===== config.mk =====
export PLATFORM = sky130hd
export DESIGN_NAME = win_scanner
export DESIGN_NICKNAME = d
export VERILOG_FILES = /design/src/rtl/win_scanner.sv
export SDC_FILE = /design/constraint.sdc
export NUM_CORES = 1
export LEC_CHECK = 0
export CORE_ASPECT_RATIO = 2
export CORE_MARGIN = 8
export CORE_UTILIZATION = 59
export DETAILED_ROUTE_END_ITERATION = 7
export PLACE_DENSITY = 0.95
export SYNTH_ARGS = -nofsm -noshare
export SYNTH_HDL_FRONTEND = slang
export SYNTH_SLANG_ARGS = --single-unit

===== constraint.sdc =====
create_clock -name clk -period 4.05 [get_ports clk]
set_clock_uncertainty 0.2 [all_clocks]
set_input_delay 0.6075 -clock clk [delete_from_list [all_inputs] [get_ports clk]]
set_output_delay 0.6075 -clock clk [all_outputs]
set_load 0.005 [all_outputs]

===== src/rtl/win_scanner.sv =====
// Sequential 5x5 five-in-a-row scanner: evaluates LINES_PER_CYCLE lines per clock from a board snapshot.
// Optional full-board draw reporting is enabled with `define WIN_SCANNER_DRAW_DETECT_EN.
module win_scanner #(
  parameter int LINES_PER_CYCLE = 1,
  parameter int SIDE            = 5
) (
  input  logic        clk,
  input  logic        rst,
  input  logic        clr,
  input  logic        start,
  input  logic [49:0] board_flat,
  output logic        busy,
  output logic        result_valid,
  output logic [1:0]  winner,
  output logic [3:0]  win_line,
  output logic        game_over
);

  // state | meaning
  // IDLE  | no scan since reset/clr
  // SCAN  | evaluating one line group per clock against the snapshot
  // DONE  | result presented, held until next accepted start or clr
  localparam logic [1:0] IDLE = 2'd0;
  localparam logic [1:0] SCAN = 2'd1;
  localparam logic [1:0] DONE = 2'd2;

  localparam int         NLINES     = 12;
  localparam logic [3:0] LAST_GROUP = 4'(NLINES / LINES_PER_CYCLE - 1);

  generate
    if (!(LINES_PER_CYCLE == 1 || LINES_PER_CYCLE == 2 || LINES_PER_CYCLE == 3 ||
          LINES_PER_CYCLE == 4 || LINES_PER_CYCLE == 6 || LINES_PER_CYCLE == 12)) begin : g_bad_lpc
      $error("win_scanner: LINES_PER_CYCLE must be 1, 2, 3, 4, 6 or 12");
    end
    if (SIDE != 5) begin : g_bad_side
      $error("win_scanner: only SIDE = 5 is supported");
    end
  endgenerate

  logic [1:0]  state;
  logic [3:0]  grp;
  logic [49:0] snap;

  logic        hit;
  logic [3:0]  hit_line;
  logic [1:0]  hit_code;

  // zero-based cell index of the j-th cell of a line
  function automatic int cell_idx(input int line, input int j);
    if (line < 5)        return 5 * line + j;
    else if (line < 10)  return (line - 5) + 5 * j;
    else if (line == 10) return 6 * j;
    else                 return 4 + 4 * j;
  endfunction

  // descending loop so the lowest-index winner in the current group is kept
  always_comb begin
    logic       p1;
    logic       p2;
    logic [1:0] code;
    hit      = 1'b0;
    hit_line = 4'd0;
    hit_code = 2'b00;
    p1       = 1'b0;
    p2       = 1'b0;
    code     = 2'b00;
    for (int l = NLINES - 1; l >= 0; l--) begin
      p1 = 1'b1;
      p2 = 1'b1;
      for (int j = 0; j < 5; j++) begin
        code = snap[2*cell_idx(l, j) +: 2];
        p1   = p1 & (code == 2'b01);
        p2   = p2 & (code == 2'b10);
      end
      if ((l / LINES_PER_CYCLE) == int'(grp) && (p1 || p2)) begin
        hit      = 1'b1;
        hit_line = 4'(l);
        hit_code = p1 ? 2'b01 : 2'b10;
      end
    end
  end

`ifdef WIN_SCANNER_DRAW_DETECT_EN
  logic full;
  always_comb begin
    full = 1'b1;
    for (int k = 0; k < 25; k++) begin
      if (snap[2*k +: 2] == 2'b00) full = 1'b0;
    end
  end
`endif

  always_ff @(posedge clk or negedge rst) begin
    if (!rst) begin
      state        <= IDLE;
      grp          <= 4'd0;
      snap         <= '0;
      busy         <= 1'b0;
      result_valid <= 1'b0;
      winner       <= 2'b00;
      win_line     <= 4'd0;
      game_over    <= 1'b0;
    end else if (clr) begin
      state        <= IDLE;
      grp          <= 4'd0;
      snap         <= '0;
      busy         <= 1'b0;
      result_valid <= 1'b0;
      winner       <= 2'b00;
      win_line     <= 4'd0;
      game_over    <= 1'b0;
    end else begin
      case (state)
        IDLE, DONE: begin
          if (start && !game_over) begin
            state        <= SCAN;
            snap         <= board_flat;
            grp          <= 4'd0;
            busy         <= 1'b1;
            result_valid <= 1'b0;
            winner       <= 2'b00;
            win_line     <= 4'd0;
          end
        end
        SCAN: begin
          if (hit) begin
            state        <= DONE;
            winner       <= hit_code;
            win_line     <= hit_line;
            busy         <= 1'b0;
            result_valid <= 1'b1;
            game_over    <= 1'b1;
          end else if (grp == LAST_GROUP) begin
            state        <= DONE;
            busy         <= 1'b0;
            result_valid <= 1'b1;
`ifdef WIN_SCANNER_DRAW_DETECT_EN
            if (full) begin
              winner    <= 2'b11;
              game_over <= 1'b1;
            end
`endif
          end else begin
            grp <= grp + 4'd1;
          end
        end
        default: state <= IDLE;
      endcase
    end
  end

endmodule


**Word level (Yosys, flattened, before mapping)**

Cells that the tools add are included.

- Flip-flop bits (word level): 65
- Latch bits: 0
- Bits in writable memories: 0
- Bits in read-only memories: 0
- Bits of input ports: 54
- Word-level logic and storage cells: 295
- Memories: 0

- Add/subtract/negate cells: 1
- $mul: 0
- Div/mod/pow operators: 0
- Magnitude comparators: 0
- Equal/unequal tests: 69
- Shift operators: 0
- Muxes and demuxes: 81
- Bitwise gates (word level): 96
- Reductions and logical operators: 40

Operator list:

| operator | number |
|---|---|
| $mux W50 | 3 |
| $and A1 B1 Y1 | 96 |
| $mux W4 | 18 |
| $mux W2 | 31 |
| $eq A2 B1 Y1 const B | 26 |
| $eq A2 B2 Y1 const B | 26 |
| $eq A4 B4 Y1 const A | 8 |
| $mux W1 | 23 |
| $pmux W4 S2 | 2 |
| $logic_and A1 B1 Y1 | 13 |
| $logic_or A1 B1 Y1 | 12 |
| $ne A3 B3 Y1 const B | 4 |
| $eq A3 B4 Y1 const A | 2 |
| $pmux W2 S2 | 2 |
| $reduce_bool A2 Y1 | 4 |
| $reduce_and A2 Y1 | 3 |
| $reduce_and A3 Y1 | 2 |
| $add A4 B1 Y4 const B | 1 |
| $eq A2 B4 Y1 const A | 1 |
| $eq A4 B4 Y1 const B | 1 |
| $logic_not A4 Y1 | 1 |
| $ne A4 B4 Y1 const B | 1 |
| $pmux W1 S2 | 2 |
| $reduce_and A4 Y1 | 1 |
| 4 further kinds | 4 |

**Depth between registers and ports, before layout**

Gate-level depths: netlist of the first run.

- Word-level depth: 22
- Depth in mapped cells: 9

**Worst setup path before layout of the first run**

Ideal clock, no wire load.

- Kind: register -> register
- Start: register grp[0]
- End: register grp[0]
- Data arrival time: 2.117 ns
- Data required time: 3.772 ns
- Path slack: 1.655 ns
- Stages on the path, launching flop included: 10
- Buffers on the path: 0
- Period minus slack after synthesis: 2.395 ns
- Path through: dfrtp_1 -> inv_1 -> ha_1 -> and3b_1 -> nand4_1 -> nand2_1 -> nor4b_4 -> nand4_2 -> or3_1 -> a21oi_1

- Cells in the longest elaborated chain, start to end: 16
- Elaborated cells between the ends (all ways): 45
- Those cells by class: add/sub: 1; eq/ne: 14; mux: 16; reduce/logical: 14

Ends and longest elaborated chain:

| what | RTL line | source |
|---|---|---|
| from (decl) | 41 | `logic [3:0] grp;` |
| from (signal assigned) | 144 | `grp <= grp + 4'd1;` |
| $eq A4 B4 Y1 | 75 | `if ((l / LINES_PER_CYCLE) == int'(grp) && (p1 \|\| p2)) begin` |
| $logic_and A1 B1 Y1 | 75 |  |
| $mux W1 (12 in a row) | 75 |  |
| $ne A3 B3 Y1 (no line) | -- |  |
| $reduce_and A4 Y1 (no line) | -- |  |

Several ways; a longest one is shown, not always the timed one. The select of a mux whose other input is x is not followed.
A chain may end at the register's enable or synchronous reset.

**Worst setup path after layout of the first run**

- Start: register snap[38]
- End: register winner[0]

- Cells in the longest elaborated chain, start to end: 18
- Elaborated cells between the ends (all ways): 39
- Those cells by class: eq/ne: 3; mux: 25; bitwise: 6; reduce/logical: 5

Ends and longest elaborated chain:

| what | RTL line | source |
|---|---|---|
| from (decl) | 42 | `logic [49:0] snap;` |
| from (signal assigned) | 117 | `snap <= board_flat;` |
| $eq A2 B1 Y1 / $eq A2 B2 Y1 (equally long branches) | 72, 73 |  |
| $and A1 B1 Y1 (on tied branches) (2 in a row) | 72, 73 |  |
| $logic_or A1 B1 Y1 | 75 |  |
| $logic_and A1 B1 Y1 | 75 |  |
| $mux W2 (10 in a row) | 75 |  |
| $mux W2 | 126 | `if (hit) begin` |
| $pmux W2 S2 | 113 | `case (state)` |
| $mux W2 | 103 | `end else if (clr) begin` |
| to (signal assigned) | 128 | `winner <= hit_code;` |
| to (decl) | 14 | `output logic [1:0] winner,` |

Several ways; a longest one is shown, not always the timed one. The select of a mux whose other input is x is not followed.

==> flow_summary.ini, run 1 <==
[worst_setup_path]
startpoint_type = flip-flop
required_ps = 4080
criticalPathCategory = reg2reg
arrival_ps = 2880
cp-end-kind = flip-flop
path_max_fanout = 6

[cts]
clk_pin_slew_ps = 60
cts.path.max_buffers = 2
cts_tree = built
cts_inserted_buffers = 9
post-cts-setup-buffers = 0
clock-root-buffer = clkbuf_16
cts.sink_count = 65
insertion_delay_ps = 340
h-tree-depth = 3
cts-resized-gates = 0
hold_buffers = 0

[grt]
grt_pass1_wl_mm = 22.3
grt_overflow = 0
antenna_found_initial = 0
grt_pass1_vias = 4265
grtUsageTotal_pct = 29.5
grt_max_degree = 56

[die]
die-area_um2 = 9940
num_rows = 43
die_x_um = 74.6
core_um2 = 6780
initial_core_util_pct = 59.8
die_h_um = 133
io_pins = 63

[finish]
final_nets = 602
regArea_um2 = 1630
nFillCells = 518
antenna_cells = 0
multi_input_comb_area_um2 = 2340
drive_above_1_share_pct = 5.46
area_delta_synth_final_pct = 23.9

[synth]
avgSynthCellArea_um2 = 8.36
yosys_warnings = 0
synthArstFlopShare_pct = 100
syn_nets = 543
synthFlopType = dfrtp_1
postSynthCellCount = 485
synth.distinct_cells = 52
netlist_area_um2 = 4060
synth-edff-count = 0
synth.ff_latch_count = 65
seq_area_frac_synth_pct = 40.1

[placement]
dp_hpwl_mm = 10.6
port_buffers = 62
gp_congestion = 1.08

[timing]
rsz0062_at_grt = no
fmax_mhz = 351
maxSlewViolCount = 0
fin_crit_sh_pct = 70.3
final-hold-violation-count = 0
tns_ps = 0
finalSetupViolations = 0
period_needed_ps = 2850
worst_slew_pin_slew_ps = 1130
relSlewSlack_pct = 23.5

[pwr]
vdd.ir_drop.worst_uv = 304
leakage_nw = 2.06
cellPowerDensity_nw_per_um2 = 334
finalPower_w = 0.00168

[routing]
wirelength_mm = 13.7
viasPerCell = 6.52
drc_errors = 0
vias = 4167
dr.pass1.iters = 5
wire_per_inst_um = 21.5
initialDrtViolationCount = 408
ant_nets = 0

[flow_run]
maxCapViolations = 0

[worst_hold_path]
hold_path.class = in2async

[run_status]
run_status = completed
==> cells in the final DEF (no fill, tap or decap), types with 2 or more instances in the layout <==
cell type | netlist | final
o21ai_1 | 2 | 2
nor2b_1 | 35 | 35
o21a_1 | 2 | 2
nand3b_1 | 4 | 4
o21ai_0 | 6 | 6
or3_1 | 2 | 2
nor3_1 | 3 | 3
clkbuf_16 | 0 | 9
clkdlybuf4s50_1 | 0 | 60
and3b_1 | 5 | 5
nand4_1 | 34 | 34
and3_1 | 7 | 7
nand2_1 | 118 | 118
nor2_1 | 10 | 9
nor4bb_1 | 34 | 34
nor4_1 | 3 | 3
nand3_1 | 6 | 6
a41o_1 | 2 | 2
o211a_1 | 3 | 3
or2_2 | 3 | 3
dfrtp_1 | 65 | 65
inv_6 | 0 | 2
a21oi_1 | 70 | 70
nand2b_1 | 5 | 5
inv_1 | 9 | 9
o22ai_1 | 2 | 2
o2bb2ai_1 | 3 | 3
a211oi_1 | 2 | 2
a22o_1 | 2 | 2
ha_1 | 4 | 4
a21o_1 | 4 | 4
buf_2 | 0 | 2
buf_4 | 0 | 3
==> critical path, stage by stage (launching register included) <==
cell and delay [ps]:
dfrtp_1 430, nor4bb_1 980, nand4_1 280, a21oi_1 240, nor4_2 100, nand3_2 130
a21oi_2 110, a22o_1 260
==> metrics by stage <==
step | util [%] | area, um^2 | hold WS [ps] | setup slack [ps] | std cells
final | 74.1 | 5030 | 25.1 | 1200 | 639
after global routing | 74.1 | 5030 | 57.4 | 1040 | 639
after CTS | 74.1 | 5030 | 37.7 | 1310 | 639
after detailed placement | 70.0 | 4740 | 288 | 1300 | 623
after global placement | 70.0 | 4740 | 273 | 1420 | 623
after floorplan | - | 4060 | 112 | 1660 | 485
==> logic make-up (layout without fill, tap and decap cells) <==
family | count (synthesis) | after routing | share of synthesized area [%]
compound gates | 110 | 110 | 16.2
fa+ha+maj | 4 | 4 | 1.23
simple gates | 279 | 279 | 39.9
buf+inv | 26 | 90 | 2.41
xor+xnor | 1 | 1 | 0.216
flops | 65 | 65 | 40.1
==> final timing paths <==
path | startpoint | end | slack, ps | cells after the start
worst max-delay path | snap[38]$_DFFE_PN0P_ | winner[0]$_DFFE_PN0P_ | 1200 | 7
worst min-delay path | rst | snap[14]$_DFFE_PN0P_ | 30 | 1
worst max register to register | snap[38]$_DFFE_PN0P_ | winner[0]$_DFFE_PN0P_ | 1200 | 7
worst min register to register | win_line[1]$_DFFE_PN0P_ | win_line[1]$_DFFE_PN0P_ | 300 | 1
max in group asynchronous | rst | grp[0]$_DFFE_PN0P_ | 2690 | 2
min in group clk | win_line[1]$_DFFE_PN0P_ | win_line[1]$_DFFE_PN0P_ | 300 | 1
==> per-layer routing <==
metal / part of all wire, % / GRT usage, % / vias to the layer above
met4: 6.8 / 19.1 / 0
met1: 36 / 32.8 / 1987
met5: 0 / 0 / -
li1: - / - / 1890
met3: 6.9 / 7.68 / 68
met2: 50 / 47.2 / 222
==> layout make-up <==
class	count	area share, %
Multi-Input combinational cell	394	46.5
Sequential cell	65	32.4
Timing Repair Buffer	65	12.6
Clock buffer	11	4.83
Tap cell	90	2.24
Clock inverter	5	0.772
Inverter	9	0.672
==> cells in the mapped netlist (5+ instances only) <==
| cell type | count | area [um^2] |
|---|---|---|
| nand2_1 | 118 | 443 |
| a21oi_1 | 70 | 350 |
| dfrtp_1 | 65 | 1630 |
| nor2b_1 | 35 | 219 |
| nand4_1 | 34 | 213 |
| nor4bb_1 | 34 | 340 |
| clkbuf_1 | 17 | 63.8 |
| nor2_1 | 10 | 37.5 |
| inv_1 | 9 | 33.8 |
| and3_1 | 7 | 43.8 |
| nand3_1 | 6 | 30.0 |
| o21ai_0 | 6 | 30.0 |
| and3b_1 | 5 | 43.8 |
| nand2b_1 | 5 | 31.3 |
==> report_power, final <==
group          switching, W  leakage [nW]  total [W]  internal [W]
Clock              0.000302         0.137   0.000736      0.000435
Sequential        0.0000507         0.879   0.000732      0.000681
Combinational      0.000113          1.04   0.000211     0.0000988
==> sequential cells by signal (all words and copies together), names as in the netlist <==
register	flops
busy	1
game_over	1
grp	4
result_valid	1
snap	50
state	2
win_line	4
winner	2
Power figures use the tool's default switching activity.
==> inputs of run 2 (changes only) <==
--- a/config.mk
+++ b/config.mk
@@ -7,9 +7,9 @@
 export LEC_CHECK = 0
 export CORE_ASPECT_RATIO = 2
 export CORE_MARGIN = 8
-export CORE_UTILIZATION = 59
+export CORE_UTILIZATION = 49
 export DETAILED_ROUTE_END_ITERATION = 7
-export PLACE_DENSITY = 0.95
+export PLACE_DENSITY = 0.86
 export SYNTH_ARGS = -nofsm -noshare
 export SYNTH_HDL_FRONTEND = slang
 export SYNTH_SLANG_ARGS = --single-unit
==> constraint.sdc (replaced) <==
create_clock -name clk -period 2.6 [get_ports clk]
set_clock_uncertainty 0.2 [all_clocks]
set_input_delay 0.39 -clock clk [delete_from_list [all_inputs] [get_ports clk]]
set_output_delay 0.39 -clock clk [all_outputs]
set_load 0.005 [all_outputs]
==> flow_summary.ini, run 2 (synthesized netlist as in run 1, its figures left out) <==
[placement]
gp_congestion = 1.01
place_inst = 677
port_buffers = 62
dp_hpwl_mm = 12.1
dpl_cell_area_um2 = 5110

[cts]
cts_inserted_buffers = 9
cts_tree = built
clock-root-buffer = clkbuf_16
h-tree-depth = 3
insertion_delay_ps = 330
cts.path.max_buffers = 2
cts.sink_count = 65
clk_pin_slew_ps = 50

[routing]
viasPerCell = 6.19
initialDrtViolationCount = 217
vias = 4324
wire_per_inst_um = 21.9
dr.pass1.iters = 5
wirelength_mm = 15.3
drc_errors = 0
ant_nets = 0

[die]
io_pins = 63
num_rows = 47
die_h_um = 145
initial_core_util_pct = 49.6
die_x_um = 80.3
die-area_um2 = 11600
core_um2 = 8170

[flow_run]
maxCapViolations = 0

[finish]
final_cells = 699
reg_top3 = snap: 50 flops, grp: 4 flops, win_line: 4 flops
regMostFlops = snap
largest_reg_flops = 50
nFillCells = 661
layout_common_cells = 117 x nand2_1, 69 x a21oi_1, 62 x dfrtp_1, 60 x clkdlybuf4s50_1, 53 x buf_4
drive_above_1_share_pct = 17.1
final_common_cell = nand2_1
antenna_cells = 0
area_delta_synth_final_pct = 37.1
postLayoutCellArea_um2 = 5560
final_nets = 655

[timing]
period_needed_ps = 2550
final-hold-violation-count = 0
fin_crit_sh_pct = 97.9
worst_slew_pin_slew_ps = 653
finalSetupViolations = 0
relSlewSlack_pct = 56.4
rsz0062_at_grt = yes
maxSlewViolCount = 0
fmax_mhz = 393

[worst_hold_path]
holdCritStartpoint = clr
hold_path.class = in2reg

[worst_setup_path]
required_ps = 2650
arrival_ps = 2600
crit_start = grp[1]$_DFFE_PN0P_
r2r-start = grp[1]$_DFFE_PN0P_
criticalPathCategory = reg2reg
path_max_fanout = 5
cp-end-kind = flip-flop
startpoint_type = flip-flop

[grt]
grt_pass1_vias = 4366
grt_overflow = 0
grt_pass1_wl_mm = 23.5
antenna_found_initial = 0
grtUsageTotal_pct = 27.1
grt_max_degree = 52

[pwr]
leakage_nw = 2.32
cellPowerDensity_nw_per_um2 = 487
vdd.ir_drop.worst_uv = 435

[run_status]
run_status = completed
==> run 2: final cells by class <==
cell class | count | area [um^2] | share of cell area (%)
flip-flops and latches | 65 | 1630 | 29.3
clock buffers | 9 | 225 | 4.05
clock inverters | 6 | 60.1 | 1.08
repair buffers | 118 | 1050 | 18.9
multi-input cells | 394 | 2440 | 43.9
well taps | 98 | 123 | 2.21
inverters | 9 | 33.8 | 0.608
==> run 2: per-layer routing <==
metal / global-route usage (%) / part of all wire, %
met4: 21.9 / 7.1
met3: 3.53 / 3.5
met1: 26.8 / 35
met2: 48.5 / 54
met5: 0 / 0
==> run 2: path summary, 6_finish.rpt <==
check / to / slack [ps] / cells past startpoint
worst min-delay path: busy$_DFFE_PN0P_ / 240 / 3
min in group asynchronous: snap[45]$_DFFE_PN0P_ / 450 / 2
worst max register to register: grp[2]$_DFFE_PN0P_ / 50 / 9
max in group asynchronous: snap[10]$_DFFE_PN0P_ / 1100 / 3
worst min register to register: win_line[2]$_DFFE_PN0P_ / 290 / 1
worst max-delay path: grp[2]$_DFFE_PN0P_ / 50 / 9
==> run 2: through the flow <==
stage	utilization (%)	hold WS, ps	setup WS [ps]	total power [W]	TNS (ps)
after global placement	62.5	226	20.6	0.00151	0
after global routing	68.0	258	-35.3	0.00280	-70.5
after CTS	66.2	234	5.30	0.00271	0
after detailed placement	62.5	242	6.11	0.00152	0
after floorplan	-	-106	205	0.00130	0
final	68.0	235	53.5	0.00271	0
==> run 2: power breakdown <==
group	internal, W	switching [W]
clock network	0.000731	0.000456
registers	0.00106	0.0000739
logic	0.000186	0.000202
total	0.00198	0.000731
==> run 2: worst max-delay path, stage by stage, from the launching register on <==
cell	delay, ps
dfrtp_2	400
inv_2	70
ha_4	160
nand3b_1	200
nor4b_2	80
a41o_2	320
nor4b_4	340
nand3_2	220
or3_1	350
a21oi_1	130
==> run 2: what timing repair did <==
item	CTS	global route
setup endpoints to repair	1	15
pin swaps	4	9
hold endpoints to repair	25	0
resized for setup	0	27
setup buffers	1	5
hold buffers	1	0
==> inputs of run 3 (changes only) <==
--- a/config.mk
+++ b/config.mk
@@ -8,6 +8,7 @@
 export CORE_ASPECT_RATIO = 2
 export CORE_MARGIN = 8
 export CORE_UTILIZATION = 49
+export CTS_CLUSTER_DIAMETER = 150
 export DETAILED_ROUTE_END_ITERATION = 7
 export PLACE_DENSITY = 0.86
 export SYNTH_ARGS = -nofsm -noshare
==> results of run 3 <==
The final DEF is identical to that of run 2; final timing and power are the same.
